===== src/rtl/netlist_bist_ctrl.sv =====
// BIST sequencer for one combinational netlist: LFSR patterns in, 1-bit response
// compacted into a 16-bit MISR, signature compared against a golden value at the end.
module netlist_bist_ctrl #(
    parameter int              IN_W         = 43,
    parameter int              NUM_PATTERNS = 256,
    parameter int              SETTLE_CYC   = 2,
    parameter logic [IN_W-1:0] SEED         = 43'h1,
    parameter logic [IN_W-1:0] TAPS         = 43'h630_0000_0000
) (
    input  logic            clk,
    input  logic            rst,
    input  logic            start,
    input  logic            abort,
    input  logic [15:0]     golden_sig,
    input  logic            dut_out,
    output logic [IN_W-1:0] pattern,
    output logic [15:0]     signature,
    output logic            busy,
    output logic            done,
    output logic            pass,
    output logic [1:0]      state_dbg
);

    // Handshake: start is a level sampled only in IDLE/DONE, busy brackets the run
    // (high from the cycle after start through the final capture), done is a one-cycle
    // pulse with pass valid from then until the next start; abort cancels without done.
    typedef enum logic [1:0] {
        IDLE    = 2'd0,
        SETTLE  = 2'd1,
        CAPTURE = 2'd2,
        DONE    = 2'd3
    } state_e;

    localparam int IDX_W = $clog2(NUM_PATTERNS + 1);
    localparam int CNT_W = (SETTLE_CYC > 0) ? $clog2(SETTLE_CYC + 1) : 1;

    localparam logic [IN_W-1:0]  SEED_EFF    = (SEED == '0) ? IN_W'(1) : SEED;
    localparam logic [IDX_W-1:0] IDX_LAST    = IDX_W'(NUM_PATTERNS - 1);
    localparam logic [CNT_W-1:0] SETTLE_LAST = CNT_W'((SETTLE_CYC > 0) ? SETTLE_CYC - 1 : 0);
    localparam state_e           FIRST_ST    = (SETTLE_CYC > 0) ? SETTLE : CAPTURE;

    state_e           state_q, state_d;
    logic [IN_W-1:0]  pattern_d;
    logic [15:0]      sig_d;
    logic             busy_d, done_d, pass_d;
    logic [CNT_W-1:0] cnt_q, cnt_d;
    logic [IDX_W-1:0] idx_q, idx_d;

    logic             lfsr_fb;
    logic [IN_W-1:0]  lfsr_next;
    logic [15:0]      misr_next;

    assign lfsr_fb   = ^(pattern & TAPS);
    assign lfsr_next = {pattern[IN_W-2:0], lfsr_fb};
    assign misr_next = {signature[14:0], 1'b0}
                     ^ (signature[15] ? 16'h1021 : 16'h0000)
                     ^ {15'b0, dut_out};

    assign state_dbg = state_q;

    always_comb begin
        state_d   = state_q;
        pattern_d = pattern;
        sig_d     = signature;
        busy_d    = busy;
        done_d    = 1'b0;
        pass_d    = pass;
        cnt_d     = cnt_q;
        idx_d     = idx_q;
        case (state_q)
            IDLE, DONE: begin
                if (start) begin
                    pattern_d = SEED_EFF;
                    sig_d     = 16'hFFFF;
                    idx_d     = '0;
                    cnt_d     = '0;
                    pass_d    = 1'b0;
                    busy_d    = 1'b1;
                    state_d   = FIRST_ST;
                end
            end
            SETTLE: begin
                if (abort) begin
                    state_d   = IDLE;
                    busy_d    = 1'b0;
                    pattern_d = '0;
                    pass_d    = 1'b0;
                    cnt_d     = '0;
                    idx_d     = '0;
                end else if (cnt_q == SETTLE_LAST) begin
                    cnt_d   = '0;
                    state_d = CAPTURE;
                end else begin
                    cnt_d = cnt_q + 1'b1;
                end
            end
            CAPTURE: begin
                // Abort wins over completion: no MISR update and no done on this edge.
                if (abort) begin
                    state_d   = IDLE;
                    busy_d    = 1'b0;
                    pattern_d = '0;
                    pass_d    = 1'b0;
                    cnt_d     = '0;
                    idx_d     = '0;
                end else begin
                    sig_d     = misr_next;
                    pattern_d = lfsr_next;
                    idx_d     = idx_q + 1'b1;
                    if (idx_q == IDX_LAST) begin
                        state_d = DONE;
                        pass_d  = (misr_next == golden_sig);
                        busy_d  = 1'b0;
                        done_d  = 1'b1;
                    end else begin
                        state_d = FIRST_ST;
                    end
                end
            end
        endcase
    end

    always_ff @(posedge clk) begin
        if (rst) begin
            state_q   <= IDLE;
            pattern   <= '0;
            signature <= 16'hFFFF;
            busy      <= 1'b0;
            done      <= 1'b0;
            pass      <= 1'b0;
            cnt_q     <= '0;
            idx_q     <= '0;
        end else begin
            state_q   <= state_d;
            pattern   <= pattern_d;
            signature <= sig_d;
            busy      <= busy_d;
            done      <= done_d;
            pass      <= pass_d;
            cnt_q     <= cnt_d;
            idx_q     <= idx_d;
        end
    end

endmodule


===== config.mk =====
export PLATFORM = sky130hd
export DESIGN_NAME = netlist_bist_ctrl
export DESIGN_NICKNAME = d
export VERILOG_FILES = /design/src/rtl/netlist_bist_ctrl.sv
export SDC_FILE = /design/constraint.sdc
export NUM_CORES = 1
export LEC_CHECK = 0
export CORE_ASPECT_RATIO = 1.5
export CORE_MARGIN = 3
export CORE_UTILIZATION = 51
export CTS_CLUSTER_SIZE = 12
export DETAILED_ROUTE_END_ITERATION = 8
export PLACE_DENSITY_LB_ADDON = 0.3
export SETUP_SLACK_MARGIN = 0.05
export SLEW_MARGIN = 20
export SYNTH_ARGS = -nofsm -noshare
export SYNTH_HDL_FRONTEND = slang
export SYNTH_SLANG_ARGS = --single-unit

===== constraint.sdc =====
create_clock -name clk -period 4.3 [get_ports clk]
set_input_delay 0.43 -clock clk [delete_from_list [all_inputs] [get_ports clk]]
set_output_delay 0.43 -clock clk [all_outputs]
set_load 0.005 [all_outputs]

==> reports/metrics.yaml <==
hold_path:
  hp-class: "reg -> reg"
  holdPathStages: 2
  min_to: "idx_q[5]"
  min-delay-start: "idx_q[5]"
critical_path:
  cp.buffers_inverters: 2
  path_delay_family: "simple AND/OR/NAND/NOR gates"
  cp-start-kind: "register"
  timing.rr.start: "state_dbg[0]"
  end_kind: "register"
  worstSetupPathDepth: 7
  cp_slowest_cell: "ha_1"
  path_class: "reg -> reg"
  timing.rr.end: "pattern[28]"
  critPathArrivalTime_ns: 2.68
  crit_chain: "inv_1, ha_1, nand2b_1, nor3_4, buf_4, a22oi_1, nor2_1"
  worstPathMaxFanout: 42
  slowest_delay_ns: 0.68
  r2r_slack_ns: 1.89
  crit_start: "state_dbg[0]"
  r2r_cells: 7
  crit_required_ns: 4.56
logic_synthesis:
  synthTopCellsByArea: "dfxtp_1 49%, a22oi_1 10%, nor2_1 8.2%"
  syn_inst: 347
  synth_most_common_cell: "dfxtp_1"
  synth_edf_count: 0
  synth_nets: 372
  syn-cell-area_um2: 3060
  ys_seq_area_share_pct: 49.1
  avgSynthCellArea_um2: 8.81
  synth_ff_type: "dfxtp_1"
  yosys-top-cells-count: "75 x dfxtp_1, 67 x nor2_1, 42 x a22oi_1, 19 x clkbuf_1, 17 x inv_1"
  yosys.area.top_type_share_pct: 49.1
  yosysTopAreaCell: "dfxtp_1"
  synth_seq_cells: 75
  yosysUniqueCellTypes: 33
  async_reset_ff_share_pct: 0
  synth_warnings: 0
route:
  viasPerCell: 5.46
  dr.pass1.iters: 4
  drc_errors: 0
  via_count: 2697
  antenna_left: 0
  wl_per_cell_um: 14.3
  wirelength_um: 7070
  drtIter0Drc: 192
global_route:
  antenna_found_initial: 0
  grt_pass1_wl_um: 12100
  grt_start_max_net_pins: 69
  track_usage_pct: 21.3
  grt_pass1_vias: 2621
  gr-total-overflow: 0
timing:
  max_slew_margin_pct: 29.4
  final.setup.worst_slack_ns: 1.89
  max_freq_ghz: 0.414
  hold_viol_final: 0
  rsz0062_at_grt: "no"
  worst_slew_pin_slew_ns: 1.06
  setup_viol: 0
  slew_viol_final: 0
  fin_skew_ns: 0.00637
  setup_tns_ns: 0
  finalCriticalPeriod_ns: 2.41
  finalCritPeriodShare_pct: 56.2
  fin_hold_ws_ns: 0.487
clock_network:
  clk_pin_slew_ns: 0.08
  cts_made_buffers: 9
  cts_root_buffer: "clkbuf_8"
  cts_max_level: 3
  cts_resized: 0
  clk_latency_ns: 0.34
  cts_hold_buf: 0
  post_cts_buffers: 0
  cts_tree: "built"
  cts.sinks: 75
  clockBufferDepth: 2
pwr:
  p_leak_uw: 0.00151
  power_uw: 1400
  irDropWorstVdd_uv: 255
  power_density_nw_per_um2: 341
die:
  rows: 33
  die_h_um: 101
  die_w_um: 69.2
  core_um2: 5620
  boundaryPins: 85
  die_area_um2: 6980
  initial_core_util_pct: 54.5
run:
  cap_violations: 0
finish:
  fillers: 438
  drive_above_1_share_pct: 4.95
  antenna_cells: 0
  area_growth_pct: 34.0
  nets: 445
  final_core_utilization_pct: 73.0
place:
  numPortBuffers: 84
  routabilityCongestion: 0.767
  place_hpwl_um: 4800
  dp_slack_ns: 1.86
outcome:
  status: "finished, final reports clean"
[layout by cell type (no fill, tap or decap), types with 3 or more instances in the layout]
cell and instances:
or3_1 3, nor2_1 67, nand3_1 5, xnor2_1 13, ha_1 4, a21oi_1 7, xor2_1 14, clkbuf_8 9
nand2_1 10, a31oi_1 13, nand4_1 5, clkdlybuf4s50_1 83, a22oi_1 42, inv_1 17, or2_1 13, dfxtp_1 75
nand2b_1 6, o21ai_0 10
[worst register-to-register path, delay by kind of cell (launching register included)]
kind	cells	cell delay, ns
compound gates	1	0.14
fa+ha+maj	1	0.68
buf+inv	2	0.48
simple gates	3	0.71
flops	1	0.33
[cell type report]
class	instances	area (um^2)	area share, %
clock inverters	6	67.6	1.65
well taps	70	87.6	2.14
multi-input cells	231	1400	34.2
flip-flops and latches	75	1500	36.6
clock buffers	9	124	3.02
repair buffers	86	851	20.8
inverters	17	63.8	1.56
[worst max path at each step]
stage          slack (ns)            end
2_1_floorplan        2.48  signature[10]
3_3_place_gp         1.92     pattern[5]
3_5_place_dp         1.86    pattern[28]
4_1_cts              1.91    pattern[30]
5_1_grt              1.62    pattern[30]
6_report             1.89    pattern[28]
[layer usage]
layer	wire (um)	GRT usage (%)	part of all wire, %	up-vias
li1	-	-	-	1331
met1	2930	24.9	41	1266
met2	3510	35.7	50	91
met3	495	6.99	7.0	9
met4	125	9.32	1.8	0
met5	0	0	0	-
[flip-flops by register name, summed over array words and instances, names as in the netlist]
register   cells
busy           1
cnt_q          2
done           1
idx_q          9
pass           1
pattern       43
signature     16
state_dbg      2
[logic make-up (layout without fill, tap and decap cells)]
| family | after synthesis | count (layout) | synth area share, % |
|---|---|---|---|
| muxes | 1 | 1 | 0.327 |
| and+or+nand+nor | 119 | 119 | 18.0 |
| DFF | 75 | 75 | 49.1 |
| xor gates and xnor gates | 27 | 27 | 7.73 |
| adders and majority gates | 4 | 4 | 1.64 |
| buffers and inverters | 41 | 118 | 5.24 |
| AOI/OAI and AO/OA | 80 | 80 | 17.9 |
[metrics by stage]
stage	instances	cell area, um^2
2_1_floorplan	347	3060
3_3_place_gp	479	3910
3_5_place_dp	479	3910
4_1_cts	494	4100
5_1_grt	494	4100
6_report	494	4100
[power by group]
group / leakage, uW / internal [uW] / switching, uW
Sequential: 0.000606 / 704 / 7.81
Combinational: 0.000814 / 57.9 / 105
Clock: 0.0000913 / 265 / 256
Note: power is estimated with default switching activity, not from simulation.
